`src/rtl/piso_serializer_if.sv`:
```
// Load handshake and serial-output bundle of piso_serializer.
// master: word source / link monitor (drives load_valid, load_data).
// slave : the serializer (drives load_ready, serial_out, serial_valid, busy, done).
interface piso_serializer_if #(
  parameter int WIDTH = 4
);
  logic             load_valid;
  logic             load_ready;
  logic [WIDTH-1:0] load_data;
  logic             serial_out;
  logic             serial_valid;
  logic             busy;
  logic             done;

  modport master (
    output load_valid, load_data,
    input  load_ready, serial_out, serial_valid, busy, done
  );

  modport slave (
    input  load_valid, load_data,
    output load_ready, serial_out, serial_valid, busy, done
  );
endinterface

```
`src/rtl/piso_serializer.sv`:
```
// Parallel-in serial-out shifter: one WIDTH-bit word per frame, one bit per clk.
// Latency: first bit on serial_out the cycle after accept; frames can run gapless.
// Backpressure: load_ready low mid-frame; a held load_valid is taken in the frame's last cycle.
// Ports: clk, rst (sync, active-high); link (slave modport of piso_serializer_if).
// Optional macro PISO_PARITY_EN appends one even-parity bit to every frame.
module piso_serializer #(
  parameter int WIDTH     = 4,
  parameter bit LSB_FIRST = 1'b1
) (
  input  logic             clk,
  input  logic             rst,
  piso_serializer_if.slave link
);

  localparam int            CW       = $clog2(WIDTH + 1);
  localparam logic [CW-1:0] LAST_IDX = CW'(WIDTH - 1);

`ifdef PISO_PARITY_EN
  typedef enum logic [1:0] {IDLE, SHIFT, PARITY} state_t;
`else
  typedef enum logic [1:0] {IDLE, SHIFT} state_t;
`endif

  state_t           state_q;
  logic [WIDTH-1:0] shreg_q;
  logic [CW-1:0]    cnt_q;
  logic             serial_out_q;
  logic             serial_valid_q;
  logic             busy_q;
  logic             done_q;
`ifdef PISO_PARITY_EN
  logic             parity_q;
`endif

  logic             last_bit;
  logic             accept;
  logic [CW-1:0]    cnt_d;
  logic             load_bit_d;
  logic [WIDTH-1:0] load_rest_d;
  logic             shift_bit_d;
  logic [WIDTH-1:0] shift_rest_d;

  // cnt_q is the index of the bit currently on serial_out.
  assign last_bit = (state_q == SHIFT) && (cnt_q == LAST_IDX);

`ifdef PISO_PARITY_EN
  // The parity cycle is the frame's final cycle, so the early-accept window moves there.
  assign link.load_ready = (state_q == IDLE) || (state_q == PARITY);
`else
  assign link.load_ready = (state_q == IDLE) || last_bit;
`endif

  assign accept = link.load_valid && link.load_ready;
  assign cnt_d  = cnt_q + CW'(1);

  // Head bit of a word and the word with that bit consumed; the shift
  // register always holds only the bits still to be sent.
  assign load_bit_d   = LSB_FIRST ? link.load_data[0] : link.load_data[WIDTH-1];
  assign load_rest_d  = LSB_FIRST ? {1'b0, link.load_data[WIDTH-1:1]}
                                  : {link.load_data[WIDTH-2:0], 1'b0};
  assign shift_bit_d  = LSB_FIRST ? shreg_q[0] : shreg_q[WIDTH-1];
  assign shift_rest_d = LSB_FIRST ? {1'b0, shreg_q[WIDTH-1:1]}
                                  : {shreg_q[WIDTH-2:0], 1'b0};

  always_ff @(posedge clk) begin
    if (rst) begin
      state_q        <= IDLE;
      shreg_q        <= '0;
      cnt_q          <= '0;
      serial_out_q   <= 1'b0;
      serial_valid_q <= 1'b0;
      busy_q         <= 1'b0;
      done_q         <= 1'b0;
`ifdef PISO_PARITY_EN
      parity_q       <= 1'b0;
`endif
    end else if (accept) begin
      // Covers both a load from IDLE and a gapless reload in the last cycle.
      state_q        <= SHIFT;
      shreg_q        <= load_rest_d;
      cnt_q          <= '0;
      serial_out_q   <= load_bit_d;
      serial_valid_q <= 1'b1;
      busy_q         <= 1'b1;
      done_q         <= 1'b0;
`ifdef PISO_PARITY_EN
      parity_q       <= ^link.load_data;
`endif
    end else begin
      case (state_q)
        SHIFT: begin
          if (!last_bit) begin
            shreg_q      <= shift_rest_d;
            cnt_q        <= cnt_d;
            serial_out_q <= shift_bit_d;
`ifdef PISO_PARITY_EN
            done_q       <= 1'b0;
`else
            done_q       <= (cnt_d == LAST_IDX);
`endif
          end else begin
`ifdef PISO_PARITY_EN
            state_q      <= PARITY;
            serial_out_q <= parity_q;
            done_q       <= 1'b1;
`else
            state_q        <= IDLE;
            shreg_q        <= '0;
            cnt_q          <= '0;
            serial_out_q   <= 1'b0;
            serial_valid_q <= 1'b0;
            busy_q         <= 1'b0;
            done_q         <= 1'b0;
`endif
          end
        end
        default: begin
          // IDLE, or the parity cycle ending with no new word.
          state_q        <= IDLE;
          shreg_q        <= '0;
          cnt_q          <= '0;
          serial_out_q   <= 1'b0;
          serial_valid_q <= 1'b0;
          busy_q         <= 1'b0;
          done_q         <= 1'b0;
        end
      endcase
    end
  end

  assign link.serial_out   = serial_out_q;
  assign link.serial_valid = serial_valid_q;
  assign link.busy         = busy_q;
  assign link.done         = done_q;

endmodule

```
`src/flat_wrapper.sv`:
```
// flat-port wrapper written by rule: the top's interface ports become plain ports
module piso_serializer_flat 
#(
  parameter int WIDTH     = 4,
  parameter bit LSB_FIRST = 1'b1
)
  (clk, rst, link_load_valid, link_load_data, link_load_ready, link_serial_out, link_serial_valid, link_busy, link_done);
  piso_serializer_if #(.WIDTH(WIDTH)) link_i ();
  input  logic clk;
  input  logic rst;
  input wire logic [$bits(link_i.load_valid)-1:0] link_load_valid;
  input wire logic [$bits(link_i.load_data)-1:0] link_load_data;
  output wire logic [$bits(link_i.load_ready)-1:0] link_load_ready;
  output wire logic [$bits(link_i.serial_out)-1:0] link_serial_out;
  output wire logic [$bits(link_i.serial_valid)-1:0] link_serial_valid;
  output wire logic [$bits(link_i.busy)-1:0] link_busy;
  output wire logic [$bits(link_i.done)-1:0] link_done;
  assign link_i.load_valid = link_load_valid;
  assign link_i.load_data = link_load_data;
  assign link_load_ready = link_i.load_ready;
  assign link_serial_out = link_i.serial_out;
  assign link_serial_valid = link_i.serial_valid;
  assign link_busy = link_i.busy;
  assign link_done = link_i.done;
  piso_serializer #(.WIDTH(WIDTH), .LSB_FIRST(LSB_FIRST)) u_core (.clk(clk), .rst(rst), .link(link_i));
endmodule
```
`config.mk`:
```
export PLATFORM = sky130hd
export DESIGN_NAME = piso_serializer_flat
export DESIGN_NICKNAME = d
export VERILOG_FILES = /design/src/rtl/piso_serializer_if.sv /design/src/rtl/piso_serializer.sv /design/src/flat_wrapper.sv
export SDC_FILE = /design/constraint.sdc
export NUM_CORES = 1
export LEC_CHECK = 0
export CORE_AREA = 2 2 39 41
export CTS_BUF_LIST = sky130_fd_sc_hd__clkbuf_8
export DETAILED_ROUTE_END_ITERATION = 10
export DIE_AREA = 0 0 41 43
export PLACE_DENSITY = 0.64
export RECOVER_POWER = 100
export SYNTH_ARGS = -nofsm -noshare
export SYNTH_HDL_FRONTEND = slang
export SYNTH_SLANG_ARGS = --single-unit
```
`constraint.sdc`:
```
create_clock -name clk -period 4.05 [get_ports clk]
set_input_delay 1.215 -clock clk [delete_from_list [all_inputs] [get_ports clk]]
set_output_delay 1.215 -clock clk [all_outputs]
set_load 0.02 [all_outputs]
```
== After elaboration in Yosys (flattened, before gate mapping) ==
Index checks and enable logic that the tools add are counted.
Word-level totals
  bits in registers: 11
  input bits: 7
  word-level logic and storage cells: 30
  output and inout port bits: 5
Cells by class
  equal/unequal tests: 3
  bitwise logic cells: 1
  reduce and logical (&&, ||, !) cells: 6
  mux-type cells: 12
  add/subtract/negate cells: 1
Operators with widths (number)
  1-bit 2-to-1 mux: 9
  3-bit 2-to-1 mux: 3
  3-bit by 2-bit equality test with 1-bit output, second input constant: 2
  4-bit OR reduction: 1
  3-bit by 1-bit adder with 3-bit output, second input constant: 1
  3-bit by 1-bit inequality test with 1-bit output, second input constant: 1
  3-bit OR reduction: 1
  1-bit logical AND: 2
  2-bit logical NOT: 1
  1-bit logical OR: 1
  1-bit inverter: 1

== Depth between registers and ports, before layout ==
  word-level depth: 5
  gate-level depth with buffers: 6
  mapped depth without buffers: 6

== Least setup slack after synthesis ==
OpenSTA, ideal clock, no wires.
  path kind: reg-to-output
  from: register u_core.cnt_q[0]
  to: output link_load_ready
  cell stages (with the launch flop): 5
  data arrival time: 0.978 ns
  slack: 1.857 ns
  path buffers: 0
  required time: 2.835 ns
  path through: dfxtp_1 ha_1 ha_1 nor2b_4 inv_6
Between the ends
  longest elaborated chain between the ends: 3
Ends and longest elaborated chain
  from (decl): line piso_serializer.sv:26  | logic [CW-1:0] cnt_q;
  from (signal assigned): line piso_serializer.sv:94  | cnt_q <= cnt_d;
  3-bit by 2-bit equality test with 1-bit output: line piso_serializer.sv:44  | assign last_bit = (state_q == SHIFT) && (cnt_q == LAST_IDX);
  1-bit logical AND: line piso_serializer.sv:44
  1-bit logical OR: line piso_serializer.sv:50  | assign link.load_ready = (state_q == IDLE) || last_bit;
  to (decl): line flat_wrapper.sv:13  | output wire logic [$bits(link_i.load_ready)-1:0] link_load_ready;
Every way passes these cells.

== Final worst setup path ==
Same ends and word-level chain as after synthesis.

==> flow_summary.json <==
{
  "layout.nets": 60,
  "pwr-share-seq_pct": 43.1,
  "grt_pass1_wl_um": 883,
  "gp_congestion": 0.6870,
  "synth_fa_ha_area_share_pct": 10.38,
  "yosys.area.top_type": "dfxtp_1",
  "worst_pin_slew_ns": 0.3675,
  "io_pins": 12,
  "relSlewSlack_pct": 75.42,
  "synth-compound-area-share_pct": 4.152,
  "postCtsSetupBuffers": 0,
  "synth_area_um2": 361.6,
  "drtIter0Drc": 4,
  "insertedDiodeCount": 0,
  "rows": 14,
  "cp.required_ns": 2.83,
  "seq_area_frac_synth_pct": 49.83,
  "cts_hold_buf": 0,
  "drive_gt1_share_pct": 14.29,
  "yosysMostFrequentCell": "dfxtp_1",
  "grt-ovfl-total": 0,
  "synthTopCellsByCount": "dfxtp_1, nand2_1, nor3_2",
  "synth_seq_cells": 9,
  "post_cts_resized": 0,
  "ant_nets": 0,
  "ys_async_sr_fraction_pct": 0,
  "synth_area_leaders": "dfxtp_1, nor3_2, ha_1",
  "worstPathCellList": "ha_1, ha_1, nor2b_4, inv_6, dlygate4sd3_1",
  "fin_crit_ns": 3.121,
  "routed_wl_um": 571,
  "avgSynthCellArea_um2": 10.04,
  "final_cell_area_um2": 514.2,
  "rsz0062_at_grt": "no",
  "ys_types": 13,
  "grt_max_degree": 10,
  "syn_nets": 46,
  "clock_latency_ns": 0.23,
  "powerDensity_nw_per_um2": 422.0,
  "vias_per_cell": 4.154,
  "area_growth_pct": 42.21,
  "design.die.area_um2": 1763,
  "hold_class": "register to register",
  "max_freq_mhz": 320.5,
  "synth_top_cell_area_share_pct": 49.83,
  "cts_buffers": 3,
  "wire_per_inst_um": 8.785,
  "cts-htree-levels": 1,
  "p_int_mw": 0.1699,
  "switching_share_pct": 21.70,
  "cp_top_family": "buffers and inverters",
  "die-height_um": 43,
  "synth-xor-area-share_pct": 0,
  "drv_cap": 0,
  "leakage_nw": 0.2102,
  "synth_ff_type": "dfxtp_1",
  "synthMuxAreaShare_pct": 0,
  "synth-edff-count": 0,
  "vdd_drop_max_uv": 116.4,
  "skew_ns": 0.001233,
  "finalSetupViolCount": 0,
  "slowest_stage": "dlygate4sd3_1",
  "clockPowerShare_pct": 45.8,
  "slew_viol_final": 0,
  "synth_top_family_by_area": "simple AND/OR/NAND/NOR gates",
  "grt_pass1_vias": 222,
  "cp_num_buf_inv": 2,
  "post-route-util_pct": 37.16,
  "placed_cell_area_um2": 479.2,
  "hold_viol": 0,
  "post-route-period-util_pct": 77.05,
  "pwr-share-comb_pct": 11.1,
  "cp_slowest_stage_delay_ns": 0.65,
  "worstPathMaxFanout": 8,
  "synth_cells": 36,
  "vias": 270,
  "route.detailed.drc": 0,
  "first_pass_iters": 3,
  "start_util_pct": 26.13,
  "startpoint_type": "register",
  "setup_tns_ns": 0,
  "yosys.area_share.simple_pct": 27.68,
  "antenna_found_initial": 0,
  "port_buffers": 11,
  "fillers": 147,
  "grtUsageTotal_pct": 8.032,
  "end_kind": "output port",
  "p_sw_mw": 0.04708,
  "ctsLongestPathBuffers": 2,
  "cts_tree": "done",
  "outcome": "complete, no violations",
  "cp_data_arrival_time_ns": 1.91,
  "worstSetupPathType": "register to output port",
  "cts_sinks": 9,
  "core-area_um2": 1384,
  "path_clk_slew_ns": 0.04,
  "cts-root-buf": "clkbuf_8",
  "cpMostUsedCell": "ha_1",
  "chipWidth_um": 41,
  "yosys_warnings": 0
}
-- cells by family (layout without fill, tap and decap cells) --
kind of cell,Yosys count,after routing
AOI/OAI and AO/OA,3,3
DFF,9,9
adders and majority gates,3,3
and+or+nand+nor,16,16
buffers and inverters,5,18
-- state kept, by name (all words and copies together) (netlist names) --
register / cells
u_core.state_q: 1
u_core.link.serial_out: 1
u_core.cnt_q: 3
u_core.shreg_q: 3
u_core.link.done: 1
-- worst register-to-register path, cell delays in order (launching register included) --
cell,delay [ns]
dfxtp_1,0.33
ha_1,0.20
ha_1,0.21
nor2b_4,0.22
inv_6,0.07
nand3_1,0.09
a21oi_1,0.06
-- power groups by stage --
stage	logic, mW	registers (mW)	clock network (mW)
final	0.0240	0.0936	0.0994
after CTS	0.0261	0.0937	0.103
after floorplan	0.0130	0.0966	0
after global placement	0.0260	0.0951	0
after global routing	0.0263	0.0938	0.108
after detailed placement	0.0261	0.0953	0
-- stage by stage --
step	setup slack (ns)	hold WS, ns	std cells	power [mW]
after floorplan	1.857	0.4174	36	0.1096
after global placement	1.289	0.4239	61	0.1212
after detailed placement	1.273	0.4243	61	0.1214
after CTS	1.024	0.4328	65	0.2223
after global routing	0.8420	0.4507	65	0.2285
final	0.9295	0.4342	65	0.2170
-- per-layer routing --
metal | global-route usage, % | up-vias | routed length (um)
li1 | - | 142 | -
met1 | 11.58 | 124 | 283
met2 | 8.125 | 4 | 280
met3 | 1.571 | 0 | 7
met4 | 10.00 | 0 | 0
met5 | 0 | - | 0
-- layout make-up --
type | instances | area [um^2] | area share [%]
Clock buffer | 3 | 41.29 | 8.029
Clock inverter | 1 | 3.754 | 0.7299
Inverter | 3 | 16.27 | 3.163
Multi-Input combinational cell | 22 | 142.6 | 27.74
Sequential cell | 9 | 180.2 | 35.04
Tap cell | 16 | 20.02 | 3.893
Timing Repair Buffer | 11 | 110.1 | 21.41
-- layout by cell type, fill, tap and decap left out --
cell,instances
nor2b_4,1
clkdlybuf4s50_1,5
dfxtp_1,9
nand3_1,3
nor2_1,2
nor3_1,3
inv_6,1
a21oi_1,3
ha_1,3
dlygate4sd3_1,6
nor3_2,2
clkbuf_8,3
nand2_1,5
inv_1,3
-- path summary, 6_finish.rpt --
check	to	depth (start not counted)	slack (ns)	from
worst min register to register	u_core.shreg_q[0]	2	0.43	u_core.shreg_q[1]
worst min-delay path	u_core.shreg_q[0]	2	0.43	u_core.shreg_q[1]
worst max register to register	u_core.link.serial_out	6	2.75	u_core.cnt_q[0]
worst max-delay path	link_load_ready	5	0.93	u_core.cnt_q[0]
(Power assumes the default switching activity.)
